<file path="src/rtl/pic16_pkg.sv">
// pic16 ICSP loader shared definitions: command codes, FSM states and
// default widths for the program memory port.
package pic16_pkg;

    localparam int ADDR_W_DEF = 13;
    localparam int DATA_W_DEF = 14;
    localparam int CMD_W      = 6;

    localparam logic [CMD_W-1:0] CMD_LOAD_DATA  = 6'h02;
    localparam logic [CMD_W-1:0] CMD_READ_DATA  = 6'h04;
    localparam logic [CMD_W-1:0] CMD_INC_ADDR   = 6'h06;
    localparam logic [CMD_W-1:0] CMD_BEGIN_PROG = 6'h08;

    typedef enum logic [2:0] {
        ST_IDLE = 3'd0,
        ST_CMD  = 3'd1,
        ST_DATA = 3'd2,
        ST_RD   = 3'd3,
        ST_PROG = 3'd4
    } state_t;

endpackage

</file>
<file path="src/rtl/pic16_sync_edge.sv">
// Multi-flop synchronizer with single-CLK rise/fall pulses.
// Ports: CLK, RST (sync, active high), d (async in), q (synced), rise, fall.
module pic16_sync_edge #(
    parameter int SYNC_STAGES = 2
) (
    input  logic CLK,
    input  logic RST,
    input  logic d,
    output logic q,
    output logic rise,
    output logic fall
);

    logic [SYNC_STAGES-1:0] sync_r;
    logic                   prev_r;

    always_ff @(posedge CLK) begin
        if (RST) begin
            sync_r <= '0;
            prev_r <= 1'b0;
        end else begin
            sync_r[0] <= d;
            for (int i = 1; i < SYNC_STAGES; i++)
                sync_r[i] <= sync_r[i-1];
            prev_r <= q;
        end
    end

    assign q    = sync_r[SYNC_STAGES-1];
    assign rise = q & ~prev_r;
    assign fall = ~q & prev_r;

endmodule

</file>
<file path="src/rtl/pic16_icsp_loader.sv">
// Serial ICSP slave writing 14-bit words into the pic16 program memory.
// Ports: CLK/RST, PGM/PGC/PGD pins, PGD_O/PGD_OE readback, IM_* write
// port + IM_RDATA, CORE_RST, BUSY. Readback under `ICSP_READBACK_EN.
module pic16_icsp_loader
    import pic16_pkg::*;
#(
    parameter int ADDR_W      = ADDR_W_DEF,
    parameter int DATA_W      = DATA_W_DEF,
    parameter int PROG_CYCLES = 4,
    parameter int SYNC_STAGES = 2
) (
    input  logic              CLK,
    input  logic              RST,
    input  logic              PGM,
    input  logic              PGC,
    input  logic              PGD,
    output logic              PGD_O,
    output logic              PGD_OE,
    output logic              IM_WE,
    output logic [ADDR_W-1:0] IM_ADDR,
    output logic [DATA_W-1:0] IM_WDATA,
    input  logic [DATA_W-1:0] IM_RDATA,
    output logic              CORE_RST,
    output logic              BUSY
);

    // data frame: start bit, DATA_W payload bits, stop bit
    localparam int FR_W = DATA_W + 2;

    logic pgm_q, pgm_rise, pgm_fall;
    logic pgc_q, pgc_rise, pgc_fall;
    logic [SYNC_STAGES-1:0] pgd_sync;
    logic pgd_s;

    pic16_sync_edge #(.SYNC_STAGES(SYNC_STAGES)) u_pgm (
        .CLK(CLK), .RST(RST), .d(PGM),
        .q(pgm_q), .rise(pgm_rise), .fall(pgm_fall)
    );

    pic16_sync_edge #(.SYNC_STAGES(SYNC_STAGES)) u_pgc (
        .CLK(CLK), .RST(RST), .d(PGC),
        .q(pgc_q), .rise(pgc_rise), .fall(pgc_fall)
    );

    always_ff @(posedge CLK) begin
        if (RST) begin
            pgd_sync <= '0;
        end else begin
            pgd_sync[0] <= PGD;
            for (int i = 1; i < SYNC_STAGES; i++)
                pgd_sync[i] <= pgd_sync[i-1];
        end
    end
    assign pgd_s = pgd_sync[SYNC_STAGES-1];

    state_t            state;
    logic [ADDR_W-1:0] addr;
    logic [DATA_W-1:0] data_r;
    logic [FR_W-2:0]   shreg;
    logic [4:0]        bit_cnt;
    logic [7:0]        busy_cnt;
    logic              im_we;
    logic              busy;

    // LSB-first shift: the newest bit always lands at the top, so after a
    // full field the field sits in the upper bits of frame.
    logic [FR_W-1:0]  frame;
    logic [CMD_W-1:0] cmd;
    assign frame = {pgd_s, shreg};
    assign cmd   = frame[FR_W-1 -: CMD_W];

`ifdef ICSP_READBACK_EN
    logic [FR_W-1:0] rd_sr;
    logic            rd_first;
    logic            pgd_o_r;
    logic            pgd_oe_r;
`endif

    always_ff @(posedge CLK) begin
        if (RST) begin
            state    <= ST_IDLE;
            addr     <= '0;
            data_r   <= '0;
            shreg    <= '0;
            bit_cnt  <= '0;
            busy_cnt <= '0;
            im_we    <= 1'b0;
            busy     <= 1'b0;
`ifdef ICSP_READBACK_EN
            rd_sr    <= '0;
            rd_first <= 1'b0;
            pgd_o_r  <= 1'b0;
            pgd_oe_r <= 1'b0;
`endif
        end else if (pgm_fall && state != ST_IDLE) begin
            // abort: drop partial frame and any in-flight programming
            state    <= ST_IDLE;
            bit_cnt  <= '0;
            busy_cnt <= '0;
            im_we    <= 1'b0;
            busy     <= 1'b0;
`ifdef ICSP_READBACK_EN
            rd_first <= 1'b0;
            pgd_o_r  <= 1'b0;
            pgd_oe_r <= 1'b0;
`endif
        end else begin
            im_we <= 1'b0;
            unique case (state)
                ST_IDLE: begin
                    if (pgm_rise) begin
                        addr    <= '0;
                        bit_cnt <= '0;
                        state   <= ST_CMD;
                    end
                end
                ST_CMD: begin
                    if (pgc_fall) begin
                        shreg <= frame[FR_W-1:1];
                        if (bit_cnt == 5'(CMD_W - 1)) begin
                            bit_cnt <= '0;
                            case (cmd)
                                CMD_LOAD_DATA: state <= ST_DATA;
`ifdef ICSP_READBACK_EN
                                CMD_READ_DATA: begin
                                    rd_first <= 1'b1;
                                    state    <= ST_RD;
                                end
`endif
                                CMD_INC_ADDR: addr <= addr + 1'b1;
                                CMD_BEGIN_PROG: begin
                                    im_we    <= 1'b1;
                                    busy     <= 1'b1;
                                    busy_cnt <= 8'(PROG_CYCLES - 1);
                                    state    <= ST_PROG;
                                end
                                default: ;
                            endcase
                        end else begin
                            bit_cnt <= bit_cnt + 1'b1;
                        end
                    end
                end
                ST_DATA: begin
                    if (pgc_fall) begin
                        shreg <= frame[FR_W-1:1];
                        if (bit_cnt == 5'(FR_W - 1)) begin
                            data_r  <= frame[FR_W-2:1];
                            bit_cnt <= '0;
                            state   <= ST_CMD;
                        end else begin
                            bit_cnt <= bit_cnt + 1'b1;
                        end
                    end
                end
`ifdef ICSP_READBACK_EN
                ST_RD: begin
                    if (rd_first) begin
                        // IM_ADDR has been stable for a full CLK here
                        rd_sr    <= {1'b0, IM_RDATA, 1'b0};
                        rd_first <= 1'b0;
                    end else begin
                        if (pgc_rise) begin
                            pgd_o_r  <= rd_sr[0];
                            rd_sr    <= {1'b0, rd_sr[FR_W-1:1]};
                            pgd_oe_r <= 1'b1;
                        end
                        if (pgc_fall) begin
                            if (bit_cnt == 5'(FR_W - 1)) begin
                                bit_cnt  <= '0;
                                pgd_o_r  <= 1'b0;
                                pgd_oe_r <= 1'b0;
                                state    <= ST_CMD;
                            end else begin
                                bit_cnt <= bit_cnt + 1'b1;
                            end
                        end
                    end
                end
`endif
                ST_PROG: begin
                    if (busy_cnt == '0) begin
                        busy  <= 1'b0;
                        state <= ST_CMD;
                    end else begin
                        busy_cnt <= busy_cnt - 1'b1;
                    end
                end
                default: state <= ST_IDLE;
            endcase
        end
    end

    assign IM_WE    = im_we;
    assign IM_ADDR  = addr;
    assign IM_WDATA = data_r;
    assign BUSY     = busy;
    assign CORE_RST = (state != ST_IDLE);

`ifdef ICSP_READBACK_EN
    assign PGD_O  = pgd_o_r;
    assign PGD_OE = pgd_oe_r;
    logic unused_ok;
    assign unused_ok = ^{pgm_q, pgc_q, frame[0]};
`else
    assign PGD_O  = 1'b0;
    assign PGD_OE = 1'b0;
    logic unused_ok;
    assign unused_ok = ^{pgm_q, pgc_q, frame[0], pgc_rise, IM_RDATA};
`endif

endmodule
</file>
<file path="config.mk">
export PLATFORM = sky130hd
export DESIGN_NAME = pic16_icsp_loader
export DESIGN_NICKNAME = d
export VERILOG_FILES = /design/src/rtl/pic16_pkg.sv /design/src/rtl/pic16_sync_edge.sv /design/src/rtl/pic16_icsp_loader.sv
export SDC_FILE = /design/constraint.sdc
export NUM_CORES = 1
export LEC_CHECK = 0
export ABC_AREA = 0
export CORE_MARGIN = 2
export CORE_UTILIZATION = 45
export CTS_CLUSTER_SIZE = 8
export DETAILED_ROUTE_END_ITERATION = 16
export PLACE_DENSITY = 0.72
export SETUP_SLACK_MARGIN = 0.02
export SLEW_MARGIN = 10
export SYNTH_ARGS = -nofsm -noshare
export SYNTH_HDL_FRONTEND = slang
export SYNTH_SLANG_ARGS = --single-unit
</file>
<file path="constraint.sdc">
create_clock -name CLK -period 1.9 [get_ports CLK]
set_input_delay 0.38 -clock CLK [delete_from_list [all_inputs] [get_ports CLK]]
set_output_delay 0.38 -clock CLK [all_outputs]
set_load 0.005 [all_outputs]
</file>
==> flow_summary_export.csv, run 1 <==
group,metric,value,unit
drt,top_layer,"met4",
run_status,violations,"DRC, setup timing",
finish,seqCellArea,1350,µm²
finish,area_delta_synth_final,31.7,%
drt,wl_met1,3010,µm
yosys,synth.yosys.seq_area_share,44.6,%
placement,numPortBuffers,34,
timing,slew_viol_final,0,
floorplanning,dieArea,7350,µm²
clock_network,cts_buffer_depth,2,
timing,fmax,0.502,GHz
clock_network,htree_levels,3,
placement,place_hpwl,4470,µm
run_status,outcome,"finished with violations",
yosys,synth_top_area_share,44.6,%
yosys,syn_inst,346,
finish,nFillCells,531,
grt,grt_pass1_wl,11000,µm
finish,drive_gt1_share,21.1,%
grt,overflow,0,
setup_path,cp-start-kind,"register",
yosys,synth_area_leader_cell,"dfxtp_1",
power_and_ir_drop,p_per_area,652,nW/µm²
floorplanning,die_h,85.7,µm
drt,drc,2,
timing,hold_violations,0,
finish,final_nets,433,
grt,grtUsageTotal,18.9,%
drt,met2WireLength,3210,µm
yosys,async_reset_ff_share,0,%
setup_path,required,2.18,ns
grt,grt_pass1_vias,2450,
drt,wl_met3,310,µm
timing,setup_viol,3,
timing,min_period_over_period,105,%
clock_network,cts_made_buffers,9,
grt,antenna_found_initial,0,
clock_network,clock-sinks,67,
yosys,synth.most_common_cell,"dfxtp_1",
yosys,synth_edf_count,0,
setup_path,crit_arrival,2.27,ns
power_and_ir_drop,p_leak,1.39,nW
timing,worstMarginPinSlew,0.640,ns
drt,first_pass_iters,13,
setup_path,path_class,"reg -> reg",
yosys,synth_area_leaders,"dfxtp_1 45%, mux2i_1 10%, nor2_1 7.0%, a21oi_1 4.0%, ha_1 2.9%",
drt,avgRoutedWirePerCell,13.5,µm
yosys,synth_warnings,0,
floorplanning,pin_count,51,
floorplanning,coreArea,6420,µm²
yosys,post_synth_most_frequent_cells,"67 x dfxtp_1, 56 x nor2_1, 31 x mux2i_1, 24 x a21oi_1, 20 x nand2_1",
finish,antenna_cells,0,
hold_path,worst_hold_path_type,"in -> reg",
timing,min_period,1.99,ns
drt,ant_nets,0,
clock_network,clk_latency,0.35,ns
drt,vias_per_cell,5.41,
floorplanning,rows,29,
setup_path,worst-path-max-fanout,4,
floorplanning,die_x,85.7,µm
clock_network,clock-root-buffer,"clkbuf_8",
placement,place_area,3670,µm²
clock_network,cts_tree,"done",
yosys,synthesis.area,3010,µm²
power_and_ir_drop,p_total,2.58,mW
timing,slew_headroom,57.3,%
finish,fin_area,3960,µm²
setup_path,end_kind,"register",
drt,drt-total-wl,6600,µm
timing,grt_setup_unrepaired,"true",
finish,multi_input_area,1680,µm²
placement,place_ws,-0.118,ns
yosys,synth-main-ff-cell,"dfxtp_1",
drt,via_count,2647,
floorplanning,start_util,46.8,%
job,cap_violations,0,
power_and_ir_drop,peakVddDrop,0.000444,V
drt,first_iter_violations,108,
timing,hold_slack,0.428,ns
timing,worst_slack,-0.0930,ns
timing,worst_clock_skew,0.00634,ns
clock_network,post_cts.repair.setup_buffers,0,
timing,setup-tns-final,-0.210,ns
grt,grt_max_degree,37,
yosys,yosysUniqueCellTypes,48,
clock_network,clkTransAtPathRegs,0.07,ns
yosys,avgSynthCellArea,8.69,µm²
yosys,ys_ff_latch,67,
placement,place.gp.congestion,0.872,
-- registers in the layout (all words and copies together) (netlist names), 2 cells and up --
name	cells
IM_ADDR	13
IM_WDATA	14
bit_cnt	5
busy_cnt	8
pgd_sync	2
shreg	14
state	3
u_pgc.sync_r	2
u_pgm.sync_r	2
-- area by class of cell --
type | count | area share, %
inverter | 7 | 0.664
timing repair buffer | 69 | 16.1
clock buffer | 10 | 3.22
clock inverter | 6 | 1.07
multi-input combinational | 253 | 42.4
sequential | 67 | 34.0
tap | 77 | 2.43
-- path summary, 6_finish.rpt --
path         slack (ns)   startpoint           to  cells after the start
max               -0.09   bit_cnt[1]   IM_ADDR[4]                      7
min                0.43          RST   IM_ADDR[6]                      3
max reg2reg       -0.09   bit_cnt[1]   IM_ADDR[4]                      7
min reg2reg        0.44  pgd_sync[0]  pgd_sync[1]                      1
-- per-stage QoR --
stage / std cells / utilization [%]
floorplan: 347 / -
global placement: 473 / 57.2
detailed placement: 473 / 57.2
CTS: 489 / 60.4
global route: 489 / 61.6
finish: 489 / 61.6
-- cell families after synthesis --
logic type | share of synthesized area [%]
fa+ha+maj | 2.91
buf+inv | 3.87
other cells | 0.125
compound gates | 11.4
simple gates | 25.8
flops | 44.6
xor+xnor | 0.583
mux | 10.7
-- repair_timing --
action,CTS,global route
resized for setup,9,23
hold endpoints to repair,0,0
pin swaps,0,4
hold buffers,0,0
setup endpoints to repair,10,37
-- cell usage in the layout (no fill, tap or decap), types with 2 or more instances in the layout --
cell type        count
nor2_1              55
clkbuf_8             9
nand3_1             12
clkinv_2             2
nor3_1              16
or3b_4               2
ha_1                 4
inv_2                2
dfxtp_1             64
nand3b_1             3
nand2_1             20
conb_1               2
clkinvlp_4           2
a211oi_1             4
ha_4                 2
a31oi_1              6
a21oi_1             22
clkinv_4             2
buf_4               30
xor2_1               2
o21ai_0             10
dfxtp_2              2
nor2b_1             14
buf_12               3
nor3b_1              2
nand3_2              2
inv_1                5
buf_6                2
or2_2                3
nor4_2               3
a21oi_2              2
clkdlybuf4s50_1     32
a41oi_1              2
nand2b_1             2
mux2i_1             31
-- routing by layer --
metal,up-vias,global-route usage [%]
met1,1246,22.8
met2,60,31.3
li1,1336,-
met5,-,0
met3,5,7.03
met4,0,5.77
-- worst max-delay path, stage by stage, from the launching register on --
cell	delay, ns
dfxtp_2	0.33
inv_2	0.06
ha_4	0.12
and4bb_2	0.24
a31oi_1	0.08
or4_4	0.45
or4_1	0.51
a21oi_1	0.14
-- power breakdown --
group / switching (mW) / total, mW / internal, mW
registers: 0.00507 / 1.42 / 1.41
logic: 0.0709 / 0.129 / 0.0581
clock network: 0.563 / 1.04 / 0.473
total: 0.639 / 2.58 / 1.94
No activity file was read; power rests on OpenSTA's default activity.
==> run 2: changes to the inputs <==
Settings changed: ABC_CLOCK_PERIOD_IN_PS set to 1900, CORE_ASPECT_RATIO set to 1.25.
==> run 2 against run 1 <==
The run ends with setup timing left. Sequential power about the same. Critical endpoint unchanged. Non-clock buffer count unchanged. Final cell count up 2.2%. Register-to-register slack worse by 0.03 ns. Worst hold slack worse by 0.028 ns. Count of clock-buffer cells in the layout up 2. Total power up 4.8%. Fmax down 1.6%. Setup slack worse by 0.031 ns. Largest cell class unchanged. Largest power group unchanged. Global-route usage up 0.31 points. Die area about the same. Highest routed layer unchanged. First-iteration DRC count up 92%.
==> flow_summary_export.csv, run 2 (synthesis gave the netlist of run 1 again) <==
group,metric,value,unit
power_and_ir_drop,netSwitchingPower,603,µW
power_and_ir_drop,internal_power,2.10,mW
floorplanning,die_x,77.1,µm
finish,final_cell_mix,"63 x dfxtp_1, 55 x nor2_1, 32 x clkdlybuf4s50_1",
clock_network,cts_tree,"done",
placement,place_ws,-0.171,ns
finish,antenna_cells,0,
run_status,outcome,"finished with violations",
floorplanning,pin_count,51,
setup_path,worst-path-max-fanout,5,
floorplanning,rows,33,
setup_path,required,2.18,ns
grt,grt_pass1_wl,11300,µm
timing,setup_viol,3,
power_and_ir_drop,peakVddDrop,0.000519,V
finish,multi_input_area,1690,µm²
floorplanning,die_h,95.4,µm
job,cap_violations,0,
finish,fin_area,4020,µm²
drt,first_iter_violations,207,
placement,place_hpwl,4450,µm
drt,first_pass_iters,4,
floorplanning,dieArea,7360,µm²
grt,overflow,0,
setup_path,path_class,"reg -> reg",
grt,grt_max_degree,36,
timing,fmax,0.494,GHz
finish,final_common_cell,"dfxtp_1",
placement,place.gp.congestion,0.898,
drt,via_count,2700,
setup_path,cp-start-kind,"register",
drt,drt-total-wl,6830,µm
finish,final_nets,434,
timing,worst_slack,-0.125,ns
clock_network,clock-sinks,67,
timing,grt_setup_unrepaired,"true",
hold_path,hold_start,"RST",
drt,drc,0,
grt,grt_pass1_vias,2556,
timing,hold_violations,0,
clock_network,cts_buffer_depth,2,
finish,area_delta_synth_final,33.7,%
floorplanning,coreArea,6520,µm²
power_and_ir_drop,clock_power_share,43.2,%
drt,ant_nets,0,
drt,vias_per_cell,5.40,
timing,worstMarginPinSlew,0.644,ns
timing,min_period,2.02,ns
clock_network,cts_made_buffers,9,
placement,placed_cells,478,
grt,grtUsageTotal,19.2,%
power_and_ir_drop,seq_power_share,52.4,%
run_status,violations,"setup timing",
timing,slew_headroom,57.1,%
timing,min_period_over_period,107,%
clock_network,clkTransAtPathRegs,0.08,ns
finish,drive_gt1_share,20.8,%
setup_path,crit_start,"bit_cnt[1]",
drt,avgRoutedWirePerCell,13.7,µm
floorplanning,start_util,46.1,%
power_and_ir_drop,p_leak,1.41,nW
timing,slew_viol_final,0,
finish,seqCellArea,1350,µm²
hold_path,worst_hold_path_type,"in -> reg",
setup_path,crit_arrival,2.30,ns
power_and_ir_drop,p_per_area,673,nW/µm²
timing,worst_clock_skew,0.0114,ns
timing,setup-tns-final,-0.367,ns
placement,place_area,3630,µm²
power_and_ir_drop,p_comb_share,4.4,%
finish,finalNonFillerCells,500,
placement,numPortBuffers,34,
finish,nFillCells,575,
clock_network,clk_latency,0.35,ns
clock_network,clock-root-buffer,"clkbuf_8",
setup_path,r2r-start,"bit_cnt[1]",
power_and_ir_drop,sw_frac_of_total,22.3,%
grt,antenna_found_initial,0,
setup_path,end_kind,"register",
clock_network,htree_levels,3,
## run 2: cell types whose count changed in the layout (fill, tap and decap cells not counted), sizes merged
cell,change
buf,-1
bufbuf,+1
bufinv,+1
clkbuf,+1
clkdlybuf4s15,+1
clkinv,-3
or2,+1
## run 2: what timing repair did
item	4_1_cts	5_1_grt
hold buffers	0	0
cloned	1	1
setup endpoints to repair	12	34
setup buffers	1	3
resized for setup	15	16
pin swaps	2	2
## run 2: layout make-up
cell class	instances	share of cell area, %
Clock buffer	12	3.61
Clock inverter	4	1.24
Inverter	7	0.654
Multi-Input combinational cell	254	41.9
Sequential cell	67	33.6
Tap cell	87	2.71
Timing Repair Buffer	69	16.3
## run 2: final timing paths
path                                        end  slack (ns)  cells past startpoint
worst max register to register       IM_ADDR[4]       -0.12                      7
worst min-delay path                 IM_ADDR[0]        0.40                      2
worst min register to register  u_pgc.sync_r[1]        0.45                      1
worst max-delay path                 IM_ADDR[4]       -0.12                      7
## run 2: critical path: stages (launching register included)
cell,delay (ns)
dfxtp_2,0.32
inv_2,0.06
ha_4,0.12
and4bb_2,0.26
a31oi_1,0.08
or4_4,0.46
or4_4,0.53
a21oi_2,0.13
## run 2: per-layer routing
metal	global-route usage [%]	up-vias	part of all wire (%)
li1	-	1343	-
met2	34.3	56	49
met5	0	-	0
met1	21.9	1287	45
met4	9.97	0	2.3
met3	3.60	14	3.6
## run 2: metrics by stage
step                      hold WS, ns  power (mW)  utilization (%)
after detailed placement        0.433        1.56             55.7
final                           0.400        2.70             61.6
after floorplan                 0.414        1.52                -
after CTS                       0.400        2.72             60.2
after global placement          0.426        1.56             55.7
after global routing            0.423        2.79             61.6
## run 2: power by group through the flow
stage | sequential (mW) | clock [mW] | combinational [mW]
6_report | 1.42 | 1.17 | 0.119
5_1_grt | 1.42 | 1.24 | 0.132
4_1_cts | 1.42 | 1.19 | 0.115
3_5_place_dp | 1.45 | 0 | 0.110
3_3_place_gp | 1.45 | 0 | 0.109
2_1_floorplan | 1.45 | 0 | 0.0763
==> run 3: changes to the inputs <==
Settings changed: CORE_MARGIN 2 to 8, CTS_BUF_LIST set to sky130_fd_sc_hd__clkbuf_16.
==> run 3 against run 2 <==
Cell area increased by 2.0%. Final cell count fell by 0.40%. Highest routed layer unchanged. The flow still finishes with violations (setup timing). Critical path depth stayed put. Fmax up 2.2%. Largest power group is now the clock network. Utilization increased by 1.2 points.
==> flow_summary_export.csv, run 3 (synthesis gave the netlist of run 1 again) <==
group,metric,value,unit
drt,first_pass_iters,5,
floorplanning,die_h,107,µm
clock_network,clock-sinks,67,
setup_path,worst-path-max-fanout,4,
power_and_ir_drop,peakVddDrop,0.000601,V
drt,avgRoutedWirePerCell,14.4,µm
grt,grt_pass1_wl,12000,µm
power_and_ir_drop,p_leak,1.45,nW
floorplanning,coreArea,6520,µm²
power_and_ir_drop,p_per_area,776,nW/µm²
placement,placed_cells,481,
drt,via_count,2721,
placement,place_area,3660,µm²
job,cap_violations,0,
finish,final_util,62.8,%
grt,grtUsageTotal,15.5,%
finish,area_delta_synth_final,36.4,%
clock_network,clock-root-buffer,"clkbuf_16",
drt,vias_per_cell,5.46,
timing,worst_clock_skew,0.00528,ns
setup_path,cpPeakStageDelay,0.51,ns
floorplanning,pin_count,51,
placement,place_hpwl,4910,µm
clock_network,clkTransAtPathRegs,0.06,ns
floorplanning,dieArea,9570,µm²
clock_network,clk_latency,0.33,ns
clock_network,htree_levels,3,
timing,min_period,1.98,ns
finish,final_nets,432,
setup_path,cp-start-kind,"register",
setup_path,crit_chain,"inv_2 -> ha_4 -> and4bb_2 -> a31oi_1 -> or4_4 -> or4b_1 -> a21oi_1",
finish,drive_gt1_share,21.2,%
timing,grt_setup_unrepaired,"true",
finish,finalNonFillerCells,498,
run_status,violations,"setup timing",
timing,setup-tns-final,-0.211,ns
power_and_ir_drop,p_total,3.18,mW
finish,final_cell_mix,"63 x dfxtp_1, 55 x nor2_1, 32 x clkdlybuf4s50_1",
setup_path,crit_buf_inv,1,
timing,min_period_over_period,104,%
placement,place.gp.congestion,0.860,
grt,grt_max_degree,30,
grt,grt_pass1_vias,2702,
finish,nFillCells,551,
setup_path,path_class,"reg -> reg",
floorplanning,die_x,89.1,µm
drt,drc,0,
setup_path,cpLargestDelayFamily,"simple AND/OR/NAND/NOR gates",
run_status,outcome,"finished with violations",
drt,drt-total-wl,7160,µm
timing,setup_viol,3,
timing,fmax,0.505,GHz
placement,place_ws,-0.0875,ns
timing,hold_slack,0.359,ns
drt,first_iter_violations,172,
drt,ant_nets,0,
timing,worstMarginPinSlew,0.631,ns
timing,slew_headroom,57.9,%
timing,hold_violations,0,
finish,fin_area,4100,µm²
floorplanning,rows,33,
setup_path,required,2.16,ns
hold_path,worst_hold_path_type,"in -> reg",
timing,slew_viol_final,0,
grt,overflow,0,
clock_network,cts_made_buffers,9,
finish,final_common_cell,"dfxtp_1",
clock_network,cts_tree,"done",
finish,antenna_cells,0,
floorplanning,start_util,46.1,%
setup_path,crit_arrival,2.24,ns
grt,antenna_found_initial,0,
setup_path,end_kind,"register",
timing,worst_slack,-0.0801,ns
clock_network,cts_buffer_depth,2,
placement,numPortBuffers,34,
setup_path,cp_slowest_cell,"or4b_1",
## run 3: cell types whose count changed in the layout (fill, tap and decap cells not counted), sizes merged
cell,before,now
clkinv,1,2
clkinvlp,2,1
buf,35,34
clkbuf,12,11
inv,7,10
or2,6,5
bufbuf,1,0
bufinv,1,0
## run 3: path summary, 6_finish.rpt
check | start | endpoint | slack (ns) | depth (start not counted)
worst max-delay path | bit_cnt[1] | IM_ADDR[6] | -0.08 | 7
worst min-delay path | RST | pgd_sync[0] | 0.36 | 2
worst max register to register | bit_cnt[1] | IM_ADDR[6] | -0.08 | 7
worst min register to register | u_pgc.sync_r[0] | u_pgc.sync_r[1] | 0.44 | 1
## run 3: cell type report
cell class              instances  area [µm²]  share of cell area [%]
multi-input cells             253        1670                    40.8
clock inverters                 6        53.8                    1.31
repair buffers                 68         637                    15.5
well taps                      87         109                    2.65
clock buffers                  10         250                    6.10
inverters                       7        26.3                   0.641
flip-flops and latches         67        1350                    33.0
## run 3: worst reg2reg max path: cells and delay by family (launching register included)
kind / cells / cell delay [ns]
AND/OR/NAND/NOR: 3 / 1.20
flip-flops: 1 / 0.32
AO/OA/AOI/OAI: 2 / 0.22
adder cells (fa/ha/maj): 1 / 0.12
buffers and inverters: 1 / 0.05
## run 3: per-layer routing
metal  vias to the layer above  GRT usage (%)  wire [µm]  share of wire [%]
met2                        64           26.6       3650                 51
li1                       1338              -          -                  -
met4                         0           8.94        204                2.8
met3                        19           2.83        297                4.1
met5                         -              0          0                  0
met1                      1300           17.4       3010                 42
## run 3: repair_timing
item / in CTS / in global routing
hold endpoints to repair: 0 / 0
cloned: 0 / 1
hold buffers: 0 / 0
pin swaps: 1 / 3
resized for setup: 8 / 22
setup endpoints to repair: 7 / 33
buffers inserted: 0 / 0
## run 3: power by group
| part | switching [mW] | leakage [nW] | internal [mW] |
|---|---|---|---|
| clock | 0.655 | 0.147 | 0.984 |
| combinational | 0.0701 | 0.762 | 0.0530 |
| sequential | 0.00567 | 0.544 | 1.41 |
